File: src/rtl/vga_scan_initiator_if.sv
// Pixel responder handshake and VGA output bundle for the scan initiator.
// master: the raster generator; slave: responder and display side.
interface vga_scan_initiator_if;
  logic [9:0] pixel_row;
  logic [9:0] pixel_column;
  logic [7:0] world_pixel;
  logic [3:0] red;
  logic [3:0] green;
  logic [3:0] blue;
  logic       horiz_sync;
  logic       vert_sync;
  logic       video_on;
  logic       frame_tick;

  modport master (
    output pixel_row, pixel_column, red, green, blue,
           horiz_sync, vert_sync, video_on, frame_tick,
    input  world_pixel
  );

  modport slave (
    input  pixel_row, pixel_column, red, green, blue,
           horiz_sync, vert_sync, video_on, frame_tick,
    output world_pixel
  );
endinterface

File: src/rtl/vga_scan_initiator.sv
// VGA raster generator: requests pixels from the responder, samples them at the
// end of each slot and presents colour plus syncs one slot after the address.
module vga_scan_initiator #(
  parameter int CLK_DIV   = 4,
  parameter int H_DISPLAY = 640,
  parameter int H_FRONT   = 16,
  parameter int H_SYNC    = 96,
  parameter int H_BACK    = 48,
  parameter int V_DISPLAY = 480,
  parameter int V_FRONT   = 10,
  parameter int V_SYNC    = 2,
  parameter int V_BACK    = 33
) (
  input  logic                  clk,
  input  logic                  reset,
  vga_scan_initiator_if.master  vga
);

  localparam int H_TOTAL = H_DISPLAY + H_FRONT + H_SYNC + H_BACK;
  localparam int V_TOTAL = V_DISPLAY + V_FRONT + V_SYNC + V_BACK;
  localparam int DIV_W   = (CLK_DIV > 1) ? $clog2(CLK_DIV) : 1;

  localparam logic [DIV_W-1:0] DIV_LAST = DIV_W'(CLK_DIV - 1);
  localparam logic [9:0] H_LAST   = 10'(H_TOTAL - 1);
  localparam logic [9:0] V_LAST   = 10'(V_TOTAL - 1);
  localparam logic [9:0] H_VIS    = 10'(H_DISPLAY);
  localparam logic [9:0] V_VIS    = 10'(V_DISPLAY);
  localparam logic [9:0] V_TICK   = 10'(V_DISPLAY - 1);
  localparam logic [9:0] HS_FIRST = 10'(H_DISPLAY + H_FRONT);
  localparam logic [9:0] HS_LAST  = 10'(H_DISPLAY + H_FRONT + H_SYNC - 1);
  localparam logic [9:0] VS_FIRST = 10'(V_DISPLAY + V_FRONT);
  localparam logic [9:0] VS_LAST  = 10'(V_DISPLAY + V_FRONT + V_SYNC - 1);

  logic [DIV_W-1:0] div;
  logic [9:0]       h_count;
  logic [9:0]       v_count;
  logic [9:0]       h_next;
  logic [9:0]       v_next;
  logic             slot_end;
  logic             visible;
  logic             hs_next;
  logic             vs_next;
  logic             tick_next;
  logic [3:0]       red_next;
  logic [3:0]       green_next;
  logic [3:0]       blue_next;

  logic [3:0]       red_q;
  logic [3:0]       green_q;
  logic [3:0]       blue_q;
  logic             hs_q;
  logic             vs_q;
  logic             video_on_q;
  logic             frame_tick_q;

  always_comb begin
    slot_end = (div == DIV_LAST);
    h_next   = h_count + 10'd1;
    v_next   = v_count;
    if (h_count == H_LAST) begin
      h_next = '0;
      v_next = (v_count == V_LAST) ? '0 : v_count + 10'd1;
    end
  end

  // Everything below decodes the address currently on the bus, which is the
  // one whose world_pixel is captured at this slot's closing edge.
  always_comb begin
    visible    = (h_count < H_VIS) && (v_count < V_VIS);
    hs_next    = !((h_count >= HS_FIRST) && (h_count <= HS_LAST));
    vs_next    = !((v_count >= VS_FIRST) && (v_count <= VS_LAST));
    tick_next  = (h_count == H_LAST) && (v_count == V_TICK);
    red_next   = '0;
    green_next = '0;
    blue_next  = '0;
    if (visible) begin
      red_next   = {vga.world_pixel[7:5], vga.world_pixel[7]};
      green_next = {vga.world_pixel[4:2], vga.world_pixel[4]};
      blue_next  = {vga.world_pixel[1:0], vga.world_pixel[1:0]};
    end
  end

  always_ff @(posedge clk or posedge reset) begin
    if (reset) begin
      div          <= '0;
      h_count      <= '0;
      v_count      <= '0;
      red_q        <= '0;
      green_q      <= '0;
      blue_q       <= '0;
      hs_q         <= 1'b1;
      vs_q         <= 1'b1;
      video_on_q   <= 1'b0;
      frame_tick_q <= 1'b0;
    end else begin
      div          <= slot_end ? '0 : div + 1'b1;
      frame_tick_q <= 1'b0;
      if (slot_end) begin
        h_count      <= h_next;
        v_count      <= v_next;
        red_q        <= red_next;
        green_q      <= green_next;
        blue_q       <= blue_next;
        hs_q         <= hs_next;
        vs_q         <= vs_next;
        video_on_q   <= visible;
        frame_tick_q <= tick_next;
      end
    end
  end

  assign vga.pixel_row    = v_count;
  assign vga.pixel_column = h_count;
  assign vga.red          = red_q;
  assign vga.green        = green_q;
  assign vga.blue         = blue_q;
  assign vga.horiz_sync   = hs_q;
  assign vga.vert_sync    = vs_q;
  assign vga.video_on     = video_on_q;
  assign vga.frame_tick   = frame_tick_q;

endmodule

File: src/flat_wrapper.sv
// flat-port wrapper written by rule: the top's interface ports become plain ports
module vga_scan_initiator_flat 
#(
  parameter int CLK_DIV   = 4,
  parameter int H_DISPLAY = 640,
  parameter int H_FRONT   = 16,
  parameter int H_SYNC    = 96,
  parameter int H_BACK    = 48,
  parameter int V_DISPLAY = 480,
  parameter int V_FRONT   = 10,
  parameter int V_SYNC    = 2,
  parameter int V_BACK    = 33
)
  (clk, reset, vga_pixel_row, vga_pixel_column, vga_red, vga_green, vga_blue, vga_horiz_sync, vga_vert_sync, vga_video_on, vga_frame_tick, vga_world_pixel);
  vga_scan_initiator_if vga_i ();
  input  logic clk;
  input  logic reset;
  output wire logic [$bits(vga_i.pixel_row)-1:0] vga_pixel_row;
  output wire logic [$bits(vga_i.pixel_column)-1:0] vga_pixel_column;
  output wire logic [$bits(vga_i.red)-1:0] vga_red;
  output wire logic [$bits(vga_i.green)-1:0] vga_green;
  output wire logic [$bits(vga_i.blue)-1:0] vga_blue;
  output wire logic [$bits(vga_i.horiz_sync)-1:0] vga_horiz_sync;
  output wire logic [$bits(vga_i.vert_sync)-1:0] vga_vert_sync;
  output wire logic [$bits(vga_i.video_on)-1:0] vga_video_on;
  output wire logic [$bits(vga_i.frame_tick)-1:0] vga_frame_tick;
  input wire logic [$bits(vga_i.world_pixel)-1:0] vga_world_pixel;
  assign vga_pixel_row = vga_i.pixel_row;
  assign vga_pixel_column = vga_i.pixel_column;
  assign vga_red = vga_i.red;
  assign vga_green = vga_i.green;
  assign vga_blue = vga_i.blue;
  assign vga_horiz_sync = vga_i.horiz_sync;
  assign vga_vert_sync = vga_i.vert_sync;
  assign vga_video_on = vga_i.video_on;
  assign vga_frame_tick = vga_i.frame_tick;
  assign vga_i.world_pixel = vga_world_pixel;
  vga_scan_initiator #(.CLK_DIV(CLK_DIV), .H_DISPLAY(H_DISPLAY), .H_FRONT(H_FRONT), .H_SYNC(H_SYNC), .H_BACK(H_BACK), .V_DISPLAY(V_DISPLAY), .V_FRONT(V_FRONT), .V_SYNC(V_SYNC), .V_BACK(V_BACK)) u_core (.clk(clk), .reset(reset), .vga(vga_i));
endmodule
File: config.mk
export PLATFORM = sky130hd
export DESIGN_NAME = vga_scan_initiator_flat
export DESIGN_NICKNAME = d
export VERILOG_FILES = /design/src/rtl/vga_scan_initiator_if.sv /design/src/rtl/vga_scan_initiator.sv /design/src/flat_wrapper.sv
export SDC_FILE = /design/constraint.sdc
export NUM_CORES = 1
export LEC_CHECK = 0
export BUFFER_PORTS_ARGS = -buffer_cell sky130_fd_sc_hd__buf_2
export CAP_MARGIN = 0
export CORE_AREA = 2 2 89 48
export DETAILED_ROUTE_END_ITERATION = 10
export DIE_AREA = 0 0 91 50
export PLACE_DENSITY = 0.73
export SLEW_MARGIN = 20
export SYNTH_ARGS = -nofsm -noshare
export SYNTH_HDL_FRONTEND = slang
export SYNTH_SLANG_ARGS = --single-unit
File: constraint.sdc
create_clock -name clk -period 4.3 [get_ports clk]
set_input_delay 0.645 -clock clk [delete_from_list [all_inputs] [get_ports clk]]
set_output_delay 0.645 -clock clk [all_outputs]
set_load 0.05 [all_outputs]
==> impl_results.md, run 1 <==
- Area Overhead vs Synth: 21.2%
- Num rows: 16
- Die Width: just over 90 um
- Status: finished clean
- Post-CTS Setup Repair Bufs: 0
- Synth top area cells: dfrtp_1, a22o_1, xnor2_1, ha_1, dfstp_2
- Sequential element share of the synthesized area: slightly above 50%
- Crit-path cells: ha_1, nand4_2, nor3_4, nor2_1, mux2_2
- Clock sinks: 34
- Syn_nets: around 160
- Pwr/cell area: around 330 nW/um^2
- Full die area: around 4600 um^2
- CP Launch Type: flip-flop
- Post-synth ARST share: between 90% and 100%
- VDD IR max: around 180 uV
- Measured slew at the worst slew-check pin: 0.600 ns
- Via Count: between 1k and 1.5k
- Final HPWL DP: approximately 2.6 mm
- # H-tree levels: 2
- Primary FF master, synth: dfrtp_1
- Final Hold Viols: 0
- Worst path slowest cell: ha_1
- PortBufs: 45
- Cell variety after synth: 39
- Share of post-route cells with drive strength above 1: about 34%
- Total gr overflow: 0
- Leakage: between 0.9 and 1 nW
- Highest Clock Rate: roughly 0.50 GHz
- Cell taking the most area after synthesis: dfrtp_1
- Synth Instances: between 100 and 150
- WS Path Type: reg -> reg
- EDFF count, synth: 0
- # hold bufs at CTS: 0
- Vias in the first global route: about 1.2k
- Worst-Skew Late Latency: about 0.29 ns
- Critical path required time: between 4 and 5 ns
- Initial antenna violation count: 0
- Synth warn: 0
- Fillcell total: roughly 370
- Synthesized area: between 1500 and 2000 um^2
- Most frequent cells in the layout: buf_2, dfrtp_1, nor2_1
- Pin count of the biggest net entering global routing: 35
- RSZ-0062 raised after global routing: no
- Final min period: 2.01 ns
- R2R setup slack: 2.29 ns
- Register area: approximately 850 um^2
- Clock skew: just over 0.007 ns
- Slowest Stage Delay on Critical Path: ~0.45 ns
- Multi-input gate area: slightly above 700 um^2
- Root Buffer: clkbuf_8
- PnR worst setup slack: ~2.3 ns
- Crit path capture type: flip-flop
- Number of antenna diodes: 0
- Wirelength per Cell: ~14 um
- Routability Congestion: 0.840
- Chip height: around 50 um
- Global-route usage over all layers: between 10% and 20%
- Commonest non-fill, non-tap cell in the layout: buf_2
- DRT antenna net count: 0
- Hold Path Class: in -> async
- Top-area cell type share of the netlist area: between 40% and 50%
- Final Core Density: 53.1%
- CTS tree: done
- NumNets Final: between 200 and 250
- Clock Pin Slew Worst Setup and Hold Paths: about 0.070 ns
- Total core area: approximately 3800 um^2
- #FFs+latches synth: 34
- Pins Over Slew Limit: 0
- Finish-stage setup viols: 0
- Sum Neg Setup Slack: 0 ns
- Drt first-iter violations: 45
- Syn Area/Cell: around 11 um^2
- Initial DRT Pass Iterations: 4
- DP Worst Slack: 2.32 ns
- Num ports: 46
- Period utilisation layout: a little under half
- Post-CTS Resized: 0
- Worst-case reg-to-reg path depth: 5
- Slew margin rel.: 59.8%
- # DRC: 0
- First-pass GRT wire length: ~5.9 mm
- Final WL: between 3 and 4 mm
- Max Cap Viol: 0
- Arrival time at the worst endpoint: between 2 and 2.5 ns
- Final Power: around 660 uW
- Initial core utilization: between 40% and 50%
- Crit-path max FO: 12
- Clock tree buffer depth: 2
- Via density per instance: between 5 and 6
- CTS Buf Count: 5
path summary, 6_finish.rpt:
path | startpoint | endpoint
min in group clk | u_core.div[0] | u_core.div[0]
setup reg to reg | u_core.div[0] | u_core.vga.pixel_column[9]
hold / removal | reset | u_core.vga.pixel_row[3]
max in group asynchronous | reset | u_core.vga.vert_sync
hold reg to reg | u_core.div[0] | u_core.div[0]
setup / recovery | u_core.div[0] | u_core.vga.pixel_column[9]
power by group:
| part | leakage, nW | switching (mW) | total [mW] | internal [mW] |
|---|---|---|---|---|
| clock | 0.0504 | 0.123 | 0.295 | 0.172 |
| combinational | 0.444 | 0.0308 | 0.0414 | 0.0106 |
| sequential | 0.430 | 0.00227 | 0.326 | 0.324 |
| total | 0.924 | 0.156 | 0.662 | 0.506 |
cell usage after synthesis, types with 2 or more instances:
cell      count
dfrtp_1      32
nor2_1       14
a22o_1        8
nand3_1       8
xnor2_1       8
nand4_1       7
inv_1         6
xor2_1        6
buf_4         5
ha_1          5
nand2_1       5
nor3_1        5
o21ai_0       5
nor4_1        3
a21oi_1       2
buf_6         2
dfstp_2       2
nand4b_1      2
nor4b_1       2
cell families (layout without fill, tap and decap cells):
family | Yosys count | in the layout | share of synthesized area, %
DFF | 34 | 34 | 51.7
muxes | 2 | 2 | 1.29
adders and majority gates | 5 | 5 | 3.79
buffers and inverters | 15 | 61 | 5.54
and+or+nand+nor | 58 | 58 | 21.9
AOI/OAI and AO/OA | 19 | 19 | 8.35
xor gates and xnor gates | 14 | 14 | 7.44
metrics by stage:
step	instances	hold WS (ns)	instance area, um^2
after floorplan	147	0.403	1650
after global placement	239	0.413	1880
after detailed placement	239	0.420	1880
after CTS	247	0.431	2000
after global routing	247	0.460	2000
final	247	0.431	2000
per-layer routing:
layer | vias up | GRT usage (%) | part of all wire [%]
met5 | - | 0 | 0
met4 | 0 | 7.58 | 1.4
li1 | 617 | - | -
met3 | 5 | 5.20 | 6.5
met1 | 637 | 26.0 | 52
met2 | 42 | 22.8 | 40
area by class of cell:
type,instances,area share [%]
sequential,34,42.7
multi-input combinational,98,35.3
timing repair buffer,46,11.6
clock buffer,5,3.44
tap,54,3.38
clock inverter,3,2.25
inverter,7,1.31
worst max-delay path, delay by kind of cell, from the launching register on:
family / cells / cell delay [ns]
muxes: 1 / 0.26
and+or+nand+nor: 3 / 0.83
adders and majority gates: 1 / 0.45
DFF: 1 / 0.35
sequential cells by signal (all words and copies together) (netlist names), 2 cells and up:
register	flops
u_core.div	2
u_core.vga.pixel_row	10
u_core.vga.blue	2
u_core.vga.pixel_column	10
u_core.vga.green	3
u_core.vga.red	3
(Power assumes the default switching activity.)
==> run 2, diff against run 1 <==
--- a/config.mk
+++ b/config.mk
@@ -5,12 +5,13 @@
 export SDC_FILE = /design/constraint.sdc
 export NUM_CORES = 1
 export LEC_CHECK = 0
+export ABC_AREA = 1
 export BUFFER_PORTS_ARGS = -buffer_cell sky130_fd_sc_hd__buf_2
 export CAP_MARGIN = 0
-export CORE_AREA = 2 2 89 48
+export CORE_AREA = 2 2 94 51
 export DETAILED_ROUTE_END_ITERATION = 10
-export DIE_AREA = 0 0 91 50
-export PLACE_DENSITY = 0.73
+export DIE_AREA = 0 0 96 53
+export PLACE_DENSITY = 0.72
 export SLEW_MARGIN = 20
 export SYNTH_ARGS = -nofsm -noshare
 export SYNTH_HDL_FRONTEND = slang
==> constraint.sdc (replaced) <==
create_clock -name clk -period 2 [get_ports clk]
set_input_delay 0.3 -clock clk [delete_from_list [all_inputs] [get_ports clk]]
set_output_delay 0.3 -clock clk [all_outputs]
set_load 0.05 [all_outputs]
==> run 2 against run 1 <==
Cell count rose by 38%. Via count is 35% higher. Sequential share of layout area fell by 4.4 points. Register-to-register slack worse by 1.9 ns. Largest power group unchanged.
==> impl_results.md, run 2 <==
- Die Width: 96 um (+5.5%)
- Num ports: 46 (unchanged)
- Measured slew at the worst slew-check pin: 0.445 ns (-0.155 ns)
- RSZ-0062 raised after global routing: no
- Sum Neg Setup Slack: 0 ns (unchanged)
- Pin count of the biggest net entering global routing: 35 (unchanged)
- Status: finished clean
- Total core area: 4230 um^2 (+12%)
- PnR worst setup slack: 0.357 ns (-1.93 ns)
- Drt first-iter violations: 145 (+220%)
- Post-synth ARST share: 100% (unchanged)
- Top-area cell type share of the netlist area: 43.1% (-5.4 points)
- Synth Instances: 235 (+60%)
- Total gr overflow: 0 (unchanged)
- Period utilisation layout: 82.2% (+35 points)
- WS Path Type: reg -> reg
- Primary FF master, synth: dfrtp_1
- First-pass GRT wire length: 7.47 mm (+26%)
- DP Worst Slack: 0.392 ns (-1.93 ns)
- Crit-path max FO: 6 (-6)
- Synth Area in XOR/XNOR: 2.83% (-4.6 points)
- Most common cell in the netlist: nand2_1
- Initial core utilization: 43.9% (+0.050 points)
- Final HPWL DP: 3.45 mm (+35%)
- Synth warn: 0 (unchanged)
- Clock tree buffer depth: 2 (unchanged)
- Adder and majority gate portion of the synthesized area: 3.37% (-0.42 points)
- NumNets Final: 297 (+43%)
- Most common library cells after synthesis: nand2_1, dfrtp_1, nand3_1, inv_1, nor2_1
- VDD IR max: 347 uV (+96%)
- Final WL: 4.57 mm (+29%)
- Chip height: 53 um (+6.0%)
- Commonest non-fill, non-tap cell in the layout: nand2_1
- Cell taking the most area after synthesis: dfrtp_1
- Worst-Skew Late Latency: 0.29 ns (about the same)
- # hold bufs at CTS: 0 (unchanged)
- Sequential element share of the synthesized area: 46.0% (-5.8 points)
- Highest Clock Rate: 0.609 GHz (+23%)
- Initial DRT Pass Iterations: 5 (+1)
- Full die area: 5090 um^2 (+12%)
- Initial antenna violation count: 0 (unchanged)
- Share of post-route cells with drive strength above 1: 24.7% (-9.5 points)
- Post-synthesis simple-gate area fraction: 32.7% (+11 points)
- Finish-stage setup viols: 0 (unchanged)
- Post-synthesis mux area share: 0% (-1.3 points)
- Cell variety after synth: 28 (-28%)
- Synth top area cells: dfrtp_1, nand2_1, nand3_1, inv_1, nor2_1
- CP Launch Type: flip-flop
- Most frequent cells in the layout: nand2_1, buf_2, dfrtp_1
- Vias in the first global route: 1528 (+31%)
- Final Hold Viols: 0 (unchanged)
- Final min period: 1.64 ns (-0.372 ns)
- Syn_nets: 250 (+54%)
- EDFF count, synth: 0 (unchanged)
- # H-tree levels: 2 (unchanged)
- Via Count: 1754 (+35%)
- Global-route usage over all layers: 20.0% (+2.6 points)
- Wirelength per Cell: 13.5 um (-6.6%)
- Num rows: 17 (+1)
- Crit path capture type: flip-flop
- Max Cap Viol: 0 (unchanged)
- Syn Area/Cell: 7.90 um^2 (-30%)
- Area Overhead vs Synth: 20.1%
- Via density per instance: 5.16 (-2.1%)
- Fillcell total: 407 (+11%)
- CTS Buf Count: 5 (unchanged)
- Routability Congestion: 0.950 (+13%)
- PortBufs: 45 (unchanged)
- Hold WS: 0.0884 ns (-0.343 ns)
- DRT antenna net count: 0 (unchanged)
- Number of antenna diodes: 0 (unchanged)
- Complex-gate fraction of the synthesized area: 6.47% (-1.9 points)
- Arrival time at the worst endpoint: 1.80 ns (-0.40 ns)
- CTS tree: done
- Final Power: 1.42 mW (+110%)
- Clock skew: 0.00665 ns (-0.000604 ns)
- # placed instances: 332 (+39%)
- # DRC: 0 (unchanged)
- Clock sinks: 34 (unchanged)
- Main combinational cell family by area after synthesis: simple AND/OR/NAND/NOR gates
- Clock Pin Slew Worst Setup and Hold Paths: 0.08 ns (about the same)
- Synthesized area: 1860 um^2 (+13%)
- Pwr/cell area: 638 nW/um^2 (+93%)
- Pins Over Slew Limit: 0 (unchanged)
- Post-CTS Resized: 0 (unchanged)
- Hold Path Class: in -> async
- Final std cells w/o fill: 340 (+38%)
- #FFs+latches synth: 34 (unchanged)
- Critical path required time: 2.16 ns (-2.32 ns)
- Post-CTS Setup Repair Bufs: 0 (unchanged)
- Root Buffer: clkbuf_8
- Slew margin rel.: 70.3% (+11 points)
- Leakage: 1.12 nW (+21%)
## run 2: per-stage QoR
stage	utilization (%)	cell area, um^2
6_report	52.7	2230
2_1_floorplan	-	1860
4_1_cts	52.7	2230
3_3_place_gp	50.1	2120
3_5_place_dp	50.1	2120
5_1_grt	52.7	2230
## run 2: path summary, 6_finish.rpt
kind	start	end	slack, ns	cells after the start
min in group clk	vga_world_pixel[5]	u_core.vga.red[1]	0.23	3
max in group asynchronous	reset	u_core.vga.vert_sync	1.56	3
max reg2reg	u_core.vga.pixel_row[0]	u_core.vga.pixel_row[8]	0.36	7
min	reset	u_core.vga.video_on	0.09	3
min reg2reg	u_core.div[0]	u_core.div[0]	0.43	1
max	u_core.vga.pixel_row[0]	u_core.vga.pixel_row[8]	0.36	7
## run 2: critical path, stage by stage (launching register included)
cell,delay (ns)
dfrtp_1,0.44
ha_1,0.27
inv_1,0.08
nor2_1,0.28
nand2_1,0.13
xor2_1,0.16
nand2_1,0.06
o21ai_0,0.10
## run 2: layout make-up
class                   instances  area (um^2)  share of cell area [%]
inverters                      28          105                    4.71
clock buffers                   5         68.8                    3.09
well taps                      57         71.3                    3.20
clock inverters                 3         40.0                    1.80
flip-flops and latches         34          853                    38.3
repair buffers                 48          248                    11.1
multi-input cells             165          843                    37.8
## run 2: metal layers
layer	track usage [%]	share of wire, %
met1	30.9	50
met2	26.3	37
met3	6.84	12
met4	3.81	0.74
met5	0	0
## run 2: cells by family (layout without fill, tap and decap cells)
kind of cell               Yosys count  after routing
and+or+nand+nor                    132            132
buffers and inverters               36             84
DFF                                 34             34
AOI/OAI and AO/OA                   22             22
xor gates and xnor gates             6              6
adders and majority gates            5              5
## run 2: power by group
group	internal, mW	leakage [nW]	switching, mW
clock	0.367	0.0579	0.267
combinational	0.0195	0.632	0.0692
sequential	0.696	0.430	0.00503
